===== src/rtl/lsu_pkg.sv =====
// Shared constants and types for the LSU data-memory front end.
package lsu_pkg;

    localparam logic [2:0] LSU_B  = 3'b000;
    localparam logic [2:0] LSU_H  = 3'b001;
    localparam logic [2:0] LSU_W  = 3'b010;
    localparam logic [2:0] LSU_BU = 3'b100;
    localparam logic [2:0] LSU_HU = 3'b101;

    typedef enum logic {
        IDLE,
        WAIT
    } lsu_state_t;

    typedef struct packed {
        logic       we;
        logic [2:0] funct3;
        logic [1:0] off;
        logic [4:0] rd;
        logic       err;
    } lsu_pend_t;

    // The unused encodings (011, 110, 111) fall through to word width.
    function automatic logic is_byte(input logic [2:0] funct3);
        return (funct3 == LSU_B) || (funct3 == LSU_BU);
    endfunction

    function automatic logic is_half(input logic [2:0] funct3);
        return (funct3 == LSU_H) || (funct3 == LSU_HU);
    endfunction

endpackage


===== src/rtl/lsu_load_align.sv =====
// Moves the addressed byte/half of a returned memory word down to bit 0
// and sign- or zero-extends it according to the load's funct3.
module lsu_load_align
    import lsu_pkg::*;
(
    input  logic [31:0] rdata,
    input  logic [1:0]  off,
    input  logic [2:0]  funct3,
    output logic [31:0] data
);

    logic [31:0] shifted;
    logic        sign;

    always_comb begin
        shifted = rdata >> {off, 3'b000};
        sign    = 1'b0;
        data    = shifted;
        if (is_byte(funct3)) begin
            sign = (funct3 == LSU_B) & shifted[7];
            data = {{24{sign}}, shifted[7:0]};
        end else if (is_half(funct3)) begin
            sign = (funct3 == LSU_H) & shifted[15];
            data = {{16{sign}}, shifted[15:0]};
        end
    end

endmodule


===== src/rtl/lsu_dmem_port.sv =====
// Load/store front end onto the masked 32-bit data memory; one access in flight.
// Define LSU_MISALIGN_CHECK_EN to trap misaligned H/W accesses instead of aligning them.
module lsu_dmem_port
    import lsu_pkg::*;
(
    input  logic        clk,
    input  logic        rst,
    input  logic        req_valid,
    output logic        req_ready,
    input  logic        req_we,
    input  logic [2:0]  req_funct3,
    input  logic [31:0] req_addr,
    input  logic [31:0] req_wdata,
    input  logic [4:0]  req_rd,
    output logic        rsp_valid,
    output logic [31:0] rsp_rdata,
    output logic [4:0]  rsp_rd,
    output logic        rsp_err,
    output logic [31:0] dmem_addr,
    output logic [3:0]  dmem_rmask,
    output logic [3:0]  dmem_wmask,
    output logic [31:0] dmem_wdata,
    input  logic [31:0] dmem_rdata,
    input  logic        dmem_resp
);

    lsu_state_t  state;
    lsu_pend_t   pend;
    logic [1:0]  off;
    logic [3:0]  mask;
    logic        misalign;
    logic        done;
    logic        accept;
    logic [31:0] load_data;

    always_comb begin
        off      = req_addr[1:0];
        misalign = 1'b0;
        if (is_half(req_funct3)) begin
`ifdef LSU_MISALIGN_CHECK_EN
            misalign = req_addr[0];
`else
            off[0] = 1'b0;
`endif
        end else if (!is_byte(req_funct3)) begin
`ifdef LSU_MISALIGN_CHECK_EN
            misalign = |req_addr[1:0];
`else
            off = 2'b00;
`endif
        end
    end

    // A trapped access never reaches memory, so it completes without dmem_resp.
    assign done      = (state == WAIT) && (pend.err || dmem_resp);
    assign req_ready = (state == IDLE) || done;
    assign accept    = rst && req_valid && req_ready;

    always_comb begin
        dmem_addr  = '0;
        dmem_rmask = '0;
        dmem_wmask = '0;
        dmem_wdata = '0;
        mask       = 4'b1111;
        if (is_byte(req_funct3)) begin
            mask = 4'b0001 << off;
        end else if (is_half(req_funct3)) begin
            mask = 4'b0011 << off;
        end
        if (accept && !misalign) begin
            dmem_addr  = {req_addr[31:2], 2'b00};
            dmem_wdata = req_wdata << {off, 3'b000};
            if (req_we) begin
                dmem_wmask = mask;
            end else begin
                dmem_rmask = mask;
            end
        end
    end

    lsu_load_align u_align (
        .rdata  (dmem_rdata),
        .off    (pend.off),
        .funct3 (pend.funct3),
        .data   (load_data)
    );

    assign rsp_valid = rst && done;
    assign rsp_rd    = rsp_valid ? pend.rd : 5'd0;
    assign rsp_err   = rsp_valid ? pend.err : 1'b0;
    assign rsp_rdata = (rsp_valid && !pend.we && !pend.err) ? load_data : 32'd0;

    always_ff @(posedge clk) begin
        if (!rst) begin
            state <= IDLE;
            pend  <= '0;
        end else if (accept) begin
            state <= WAIT;
            pend  <= '{we: req_we, funct3: req_funct3, off: off, rd: req_rd, err: misalign};
        end else if (done) begin
            state <= IDLE;
        end
    end

endmodule


===== config.mk =====
export PLATFORM = sky130hd
export DESIGN_NAME = lsu_dmem_port
export DESIGN_NICKNAME = d
export VERILOG_FILES = /design/src/rtl/lsu_pkg.sv /design/src/rtl/lsu_load_align.sv /design/src/rtl/lsu_dmem_port.sv
export SDC_FILE = /design/constraint.sdc
export NUM_CORES = 1
export LEC_CHECK = 0
export ABC_CLOCK_PERIOD_IN_PS = 2500
export CORE_ASPECT_RATIO = 0.7
export CORE_UTILIZATION = 30
export DETAILED_ROUTE_END_ITERATION = 8
export GPL_TIMING_DRIVEN = 0
export PLACE_DENSITY = 0.93
export SLEW_MARGIN = 0
export SYNTH_ARGS = -nofsm -noshare
export SYNTH_HDL_FRONTEND = slang
export SYNTH_SLANG_ARGS = --single-unit
export TNS_END_PERCENT = 5

===== constraint.sdc =====
create_clock -name clk -period 2.5 [get_ports clk]
set_clock_uncertainty 0.1 [all_clocks]
set_input_delay 0.5 -clock clk [delete_from_list [all_inputs] [get_ports clk]]
set_output_delay 0.5 -clock clk [all_outputs]
set_load 0.005 [all_outputs]

**Word-level counts from Yosys, hierarchy flattened**

Index checks and enable logic that the tools add are counted.

- Equal/unequal tests: 6
- Shift operators: 4
- Multiplexer cells: 17
- Bitwise gates (word level): 3
- Reductions and logical operators: 14

Operators by type and width:

| operator | number |
|---|---|
| 2-to-1 mux 32 bit | 5 |
| << shifter 32 x 5 -> 32 bit | 1 |
| >> shifter 32 x 5 -> 32 bit | 1 |
| 2-to-1 mux 4 bit | 6 |
| == test 3 bit, second input constant | 4 |
| == test 3 x 1 -> 1 bit, second input constant | 2 |
| logical NOT 3 bit | 2 |
| logical AND 1 bit | 5 |
| logical OR 1 bit | 5 |
| 2-to-1 mux 5 bit | 1 |
| 2-to-1 mux 1 bit | 4 |
| << shifter 1 x 2 -> 4 bit, first input constant | 1 |
| << shifter 2 x 2 -> 4 bit, first input constant | 1 |
| bitwise AND 1 bit | 2 |
| 2-to-1 mux 2 bit | 1 |
| nonzero test 2 bit | 1 |
| logical NOT 1 bit | 1 |
| inverter 1 bit | 1 |

- Flip-flop bits (word level): 12
- Input port bits: 109
- Output and inout bits: 112

**Depth between registers and ports, before layout**

Gate-level depths: netlist of run 1.

- Word-level depth: 9
- Mapped depth: 6
- Gate-level depth less buffers: 4

**Cells and area by module**

A second synthesis of run 1 with hierarchy kept.

- Cell total of the unflattened synthesis: 394
- Area, all modules: 2,675.1 um^2

By module, submodules not included:

| module | instances | cells an instance | area an instance (um^2) |
|---|---|---|---|
| lsu_dmem_port | 1 | 277 | 1,853.0 |
| lsu_load_align | 1 | 117 | 822.0 |

**Worst setup path before layout of run 1**

OpenSTA, ideal clock, no wires.

- Path kind: in2out
- Start point: input port req_funct3[0]
- End point: output port dmem_wdata[25]
- Arrival: 1,598 ps
- Data required time: 1,900 ps
- Setup slack: 302 ps
- Cell stages on the path: 4
- Path buffers: 1
- Cells stage by stage: nor3b_1 -> buf_4 -> mux4_2 -> and2_1

- Word-level cells in the longest chain between the ends: 6
- Elaborated cells on any way between the ends: 11

RTL lines:

| element | RTL line | source |
|---|---|---|
| start, declared | lsu_dmem_port.sv:11 | `input logic [2:0] req_funct3,` |
| == test 3 bit / logical NOT 3 bit (equally long branches) | lsu_pkg.sv:25 | `return (funct3 == LSU_B) \|\| (funct3 == LSU_BU);` |
| logical OR 1 bit | lsu_pkg.sv:25 |  |
| 2-to-1 mux 2 bit | lsu_dmem_port.sv:45 | `end else if (!is_byte(req_funct3)) begin` |
| 2-to-1 mux 1 bit | lsu_dmem_port.sv:39 | `if (is_half(req_funct3)) begin` |
| << shifter 32 x 5 -> 32 bit * | lsu_dmem_port.sv:72 | `dmem_wdata = req_wdata << {off, 3'b000};` |
| 2-to-1 mux 32 bit * | lsu_dmem_port.sv:70 | `if (accept && !misalign) begin` |
| end, declared | lsu_dmem_port.sv:22 | `output logic [31:0] dmem_wdata,` |

Every way passes the cells marked *; elsewhere a longest branch is shown, timed or not.

**Worst setup path after layout of run 1**

- Start point: register pend[8] (netlist bit)
- End point: output port rsp_rdata[27]

- Word-level cells in the longest chain between the ends: 5
- Elaborated cells on any way between the ends: 11

RTL lines:

| element | RTL line | source |
|---|---|---|
| start, declared | lsu_dmem_port.sv:28 | `lsu_pend_t pend;` |
| start signal, assigned | lsu_dmem_port.sv:99 | `pend <= '{we: req_we, funct3: req_funct3, off: off, rd: req_rd, err: misalign};` |
| == test 3 x 1 -> 1 bit / == test 3 bit (equally long branches) | lsu_pkg.sv:29, lsu_load_align.sv:23 |  |
| bitwise AND 1 bit / logical OR 1 bit (equally long branches) | lsu_load_align.sv:23, lsu_pkg.sv:29 |  |
| 2-to-1 mux 32 bit | lsu_load_align.sv:22 | `end else if (is_half(funct3)) begin` |
| 2-to-1 mux 32 bit * | lsu_load_align.sv:19 | `if (is_byte(funct3)) begin` |
| 2-to-1 mux 32 bit * | lsu_dmem_port.sv:91 | `assign rsp_rdata = (rsp_valid && !pend.we && !pend.err) ? load_data : 32'd0;` |
| end, declared | lsu_dmem_port.sv:16 | `output logic [31:0] rsp_rdata,` |

Marks and branches as above.

==> impl_metrics.csv, run 1 <==
group,metric,value,unit
outcome,status,"finished with violations",
outcome,violations,"negative setup slack",
logic_synthesis,async_flop_share,0,%
worst_setup_path,critPathBufInv,3,
worst_setup_path,path_depth,7,
route,wl_per_cell,18.1,um
logic_synthesis,ys_ff_latch,12,
floorplan,fp.dieW,104,um
worst_setup_path,critPathRequiredTime,1.90,ns
cells_and_area,finalInstanceArea,4910,um^2
cts,cts_hold_buffers,0,
flow_run,drv_cap,0,
power_and_ir_drop,power,995,uW
worst_setup_path,cp-start-kind,"register",
floorplan,io_pins,221,
logic_synthesis,syn_area,2190,um^2
power_and_ir_drop,ir_drop,0.000144,V
cts,cts.clk_slew.worst_paths,0.05,ns
floorplan,die_area,7650,um^2
worst_setup_path,r2r-end,"pend[7]",
logic_synthesis,synth_ff_type,"dfxtp_1",
cts,clkSinkCount,12,
cells_and_area,diodes,0,
worst_setup_path,crit_end,"rsp_rdata[27]",
route,route.met2.wl,5810,um
route,wl_met1,4620,um
floorplan,die_height,73.5,um
route,drt-total-wl,11500,um
logic_synthesis,synthCells,298,
power_and_ir_drop,leakage,2.60,nW
worst_setup_path,r2r_slack,1.05,ns
logic_synthesis,seq_area_frac_synth,11.0,%
grt,grt_max_degree,11,
logic_synthesis,yosysMostFrequentCell,"and2_1",
cts,cts_root_buf,"clkbuf_8",
cts,cts_buffers,3,
timing,fin_setup_tns,-0.601,ns
timing,hold_violations,0,
worst_setup_path,critPathSlowestCell,"dfxtp_1",
logic_synthesis,ys_top_cells_by_count,"52 x and2_1, 44 x nand2_1, 28 x nor2_1",
worst_setup_path,cpPeakStageDelay,0.30,ns
route,drt_iter0_markers,229,
worst_setup_path,cp_max_fo,6,
place,io_buffers,217,
logic_synthesis,syn_area_per_cell,7.34,um^2
timing,fin_crit_sh,103,%
timing,fmaxAchievable,0.389,GHz
grt,grt_pass1_vias,3450,
grt,antenna_found_initial,0,
cells_and_area,drive_gt1_share,23.9,%
worst_setup_path,reg2reg_depth,5,
timing,setup_violations,11,
cts,cts_htree_levels,1,
route,drc,0,
cts,cts_tree,"done",
timing,rsz0062_at_grt,"yes",
logic_synthesis,synth.top_cell.area_share,14.9,%
worst_setup_path,crit_path_start,"pend[8]",
cells_and_area,area_delta_synth_final,124,%
floorplan,placementRows,25,
logic_synthesis,yosysWarnings,0,
place,place_area,4490,um^2
place,dp.cells,611,
worst_setup_path,crit_chain,"clkbuf_2 -> mux2i_1 -> mux2i_2 -> o211a_4 -> buf_4 -> a21o_1 -> dlygate4sd2_1",
place,hpwl,8720,um
route,drtPass1Iterations,5,
logic_synthesis,synth_edf_count,0,
grt,gr-usage-all-layers,28.7,%
timing,final.setup.worst_slack,-0.0715,ns
cells_and_area,nets,654,
route,vias,3410,
floorplan,start_util,31.7,%
logic_synthesis,ys_types,37,
power_and_ir_drop,power.density,203,nW/um^2
min_path,holdCritPathClass,"register to register",
place,gp_congestion,0.916,
worst_setup_path,worst-setup-path-type,"register to output pin",
cells_and_area,fin_util,71.0,%
cts,clock_path_buffers,2,
timing,layout_min_cycle_time,2.57,ns
route,top_layer,"met4",
grt,overflow,0,
timing,drv_slew,0,
min_path,hp-start,"pend[2]",
route,ant_nets,0,
worst_setup_path,crit_family,"buffers and inverters",
route,via_per_inst,5.35,
cells_and_area,fillerInstances,577,
floorplan,core,6910,um^2
cells_and_area,layout.cells.non_filler,637,
worst_setup_path,worstReg2RegStart,"state",
timing,whs,0.361,ns
worst_setup_path,crit_arrival,1.97,ns
route,dr_wl_met3,865,um
logic_synthesis,yosys.area.top_type,"and2_1",
cts,clk_latency,0.23,ns
worst_setup_path,critical_path.endpoint_type,"output pin",
grt,grt_pass1_wl,17300,um
logic_synthesis,synth_area_leaders,"and2_1 15%, dfxtp_1 11%, mux4_2 9.3%",
place,dp_slack,-0.940,ns
-- layout make-up --
cell class | instances | area [um^2] | share of cell area [%]
repair buffers | 240 | 2280 | 46.5
multi-input cells | 262 | 1990 | 40.5
flip-flops and latches | 12 | 241 | 4.92
plain buffers | 24 | 228 | 4.64
well taps | 94 | 118 | 2.40
clock buffers | 3 | 41.3 | 0.841
inverters | 2 | 7.51 | 0.153
-- cells by family after synthesis --
kind of cell	Yosys count	share of synthesized area [%]
and+or+nand+nor	152	35.9
buffers and inverters	26	6.23
other	1	0.171
muxes	36	22.5
AOI/OAI and AO/OA	71	24.2
DFF	12	11.0
-- routing by layer --
metal / vias to the layer above / track usage [%]
met5: - / 0
met4: 0 / 8.89
met3: 29 / 5.77
met2: 206 / 52.2
met1: 1627 / 34.6
li1: 1548 / -
-- what timing repair did --
action | in CTS | in global routing
setup buffers | 21 | 1
endpoints found under the setup margin | 108 | 64
gates resized for setup | 192 | 63
cloned | 1 | 0
pin swaps | 14 | 5
-- report_power, final --
group | leakage [nW] | internal, mW | switching (mW)
registers | 0.0991 | 0.203 | 0.00732
logic | 2.48 | 0.368 | 0.249
clock network | 0.0216 | 0.105 | 0.0625
total | 2.60 | 0.676 | 0.319
-- state kept, by name (all words and copies together), names as in the netlist --
| register | cells |
|---|---|
| state | 1 |
| pend | 11 |
-- worst reg2reg max path: stages (launching register included) --
cell and delay (ns):
dfxtp_1 0.41, nand2b_4 0.11, nand2_1 0.10, clkbuf_1 0.36, nand2_1 0.10, a21boi_0 0.19
-- worst min path at each step --
stage,end,cells past startpoint
floorplan,pend[4],2
global placement,pend[3],2
detailed placement,pend[2],2
CTS,pend[2],2
global route,pend[1],2
finish,pend[2],2
-- cell usage in the layout, fill, tap and decap left out, types with 13 or more instances in the layout --
| master | netlist | final |
|---|---|---|
| buf_4 | 5 | 24 |
| clkdlybuf4s50_1 | 0 | 108 |
| buf_6 | 1 | 13 |
| and2_1 | 52 | 46 |
| clkbuf_2 | 0 | 13 |
| dlygate4sd2_1 | 0 | 62 |
| a211oi_1 | 14 | 13 |
| dlymetal6s2s_1 | 0 | 22 |
| nand2_1 | 44 | 42 |
| nor2_1 | 28 | 23 |
Power figures use the tool's default switching activity.
==> run 2, diff against run 1 <==
- CORE_ASPECT_RATIO: 0.7 -> 0.6
- TNS_END_PERCENT: 5 -> default
==> impl_metrics.csv, run 2 (same netlist as run 1, synthesis figures left out) <==
group,metric,value,unit
route,drt-total-wl,13100,um
route,drc,5,
route,via_per_inst,5.55,
power_and_ir_drop,power,1.18,mW
floorplan,placementRows,23,
cells_and_area,regArea,255,um^2
floorplan,core,6850,um^2
cts,cts.clk_slew.worst_paths,0.04,ns
power_and_ir_drop,ir_drop,0.000297,V
timing,hold_violations,0,
cells_and_area,mostFrequentLayoutCells,"133 x clkdlybuf4s50_1, 43 x and2_1, 43 x buf_4",
cells_and_area,largest-register,"pend",
worst_setup_path,reg2reg_depth,7,
cells_and_area,nets,682,
cells_and_area,fillerInstances,434,
flow_run,drv_cap,0,
floorplan,fp.dieW,112,um
worst_setup_path,crit_end,"dmem_wdata[26]",
timing,final.setup.worst_slack,-0.190,ns
timing,drv_slew,0,
worst_setup_path,cp_max_fo,3,
route,ant_nets,0,
power_and_ir_drop,leakage,2.54,nW
cts,clkSinkCount,12,
worst_setup_path,cp-start-kind,"input pin",
floorplan,start_util,32.0,%
grt,gr-usage-all-layers,31.0,%
cts,cts_root_buf,"clkbuf_16",
outcome,violations,"design-rule violations, negative setup slack",
worst_setup_path,worstReg2RegStart,"state",
floorplan,io_pins,221,
cells_and_area,diodes,0,
place,hpwl,8830,um
worst_setup_path,r2r_slack,0.75,ns
min_path,holdCritPathClass,"register to register",
cells_and_area,multi_input_area,2020,um^2
worst_setup_path,crit_path_start,"req_funct3[0]",
grt,grt_max_degree,11,
route,drt_iter0_markers,363,
cells_and_area,drive_gt1_share,32.2,%
timing,fmaxAchievable,0.372,GHz
route,drtPass1Iterations,9,
timing,slew_headroom,61.3,%
cts,cts_buffers,3,
timing,fin_crit_sh,108,%
cells_and_area,area_delta_synth_final,137,%
route,wl_per_cell,20.0,um
power_and_ir_drop,power.density,227,nW/um^2
grt,antenna_found_initial,0,
grt,grt_pass1_wl,18300,um
grt,grt_pass1_vias,3489,
outcome,status,"finished with violations",
worst_setup_path,crit_arrival,2.09,ns
cts,cts_htree_levels,1,
floorplan,die_height,68.2,um
cells_and_area,final_common_cell,"clkdlybuf4s50_1",
worst_setup_path,r2r-end,"pend[10]",
cells_and_area,largestRegisters,"pend x11, state x1",
timing,setup_violations,12,
cts,clock_path_buffers,2,
floorplan,die_area,7650,um^2
route,vias,3652,
cts,cts_hold_buffers,0,
timing,rsz0062_at_grt,"yes",
cts,clk_latency,0.24,ns
cts,cts_tree,"done",
place,gp_congestion,0.938,
timing,layout_min_cycle_time,2.69,ns
worst_setup_path,worst-setup-path-type,"input pin to output pin",
worst_setup_path,critical_path.endpoint_type,"output pin",
cells_and_area,largest_reg_flops,11,
grt,overflow,0,
place,io_buffers,217,
timing,worst_slew_pin_slew,0.581,ns
timing,whs,0.358,ns
worst_setup_path,critPathRequiredTime,1.90,ns
run 2: worst min-delay path by stage:
stage             start  endpoint  slack, ns  depth (start not counted)
2_1_floorplan   pend[4]   pend[4]       0.34                          2
3_3_place_gp    pend[2]   pend[2]       0.35                          2
3_5_place_dp   pend[11]  pend[11]       0.35                          2
4_1_cts         pend[4]   pend[4]       0.36                          2
5_1_grt         pend[5]   pend[5]       0.39                          2
6_report        pend[5]   pend[5]       0.36                          2
run 2: layout make-up:
| class | instances | area share [%] |
|---|---|---|
| buffer | 22 | 3.80 |
| clock buffer | 3 | 1.44 |
| inverter | 2 | 0.144 |
| multi-input combinational | 262 | 38.9 |
| sequential | 12 | 4.91 |
| tap | 87 | 2.09 |
| timing repair buffer | 270 | 48.7 |
run 2: where the power goes:
part / switching (mW) / leakage [nW] / internal [mW]
Sequential: 0.0119 / 0.102 / 0.202
Combinational: 0.274 / 2.40 / 0.408
Clock: 0.0762 / 0.0370 / 0.208
Total: 0.362 / 2.54 / 0.817
run 2: what timing repair did:
| item | 4_1_cts | 5_1_grt |
|---|---|---|
| pin swaps | 17 | 16 |
| setup endpoints to repair | 108 | 69 |
| setup buffers | 41 | 11 |
| gates resized for setup | 240 | 76 |
| cloned | 3 | 0 |
run 2: stage by stage:
stage	utilization, %	setup WS, ns	area, um^2	cells	TNS (ns)
finish	75.9	-0.190	5200	658	-0.894
global route	75.9	-0.234	5200	658	-1.69
CTS	73.4	-0.125	5020	650	-0.378
detailed placement	65.4	-0.916	4480	604	-68.19
global placement	65.4	-0.888	4480	604	-64.87
floorplan	-	0.302	2200	300	0
run 2: routing by layer:
metal / share of wire, % / vias up / global-route usage, % / wire length [um]
met4: 3.8 / 0 / 10.3 / 495
met1: 39 / 1718 / 37.8 / 5180
met2: 47 / 279 / 54.8 / 6140
met3: 10 / 47 / 7.71 / 1320
li1: - / 1608 / - / -
met5: 0 / - / 0 / 0
run 2: critical path, cell delays in order:
cell and delay (ns):
buf_8 0.10, nor3b_4 0.29, buf_4 0.18, buf_6 0.10
buf_6 0.10, mux4_2 0.50, and2_1 0.18, buf_2 0.14
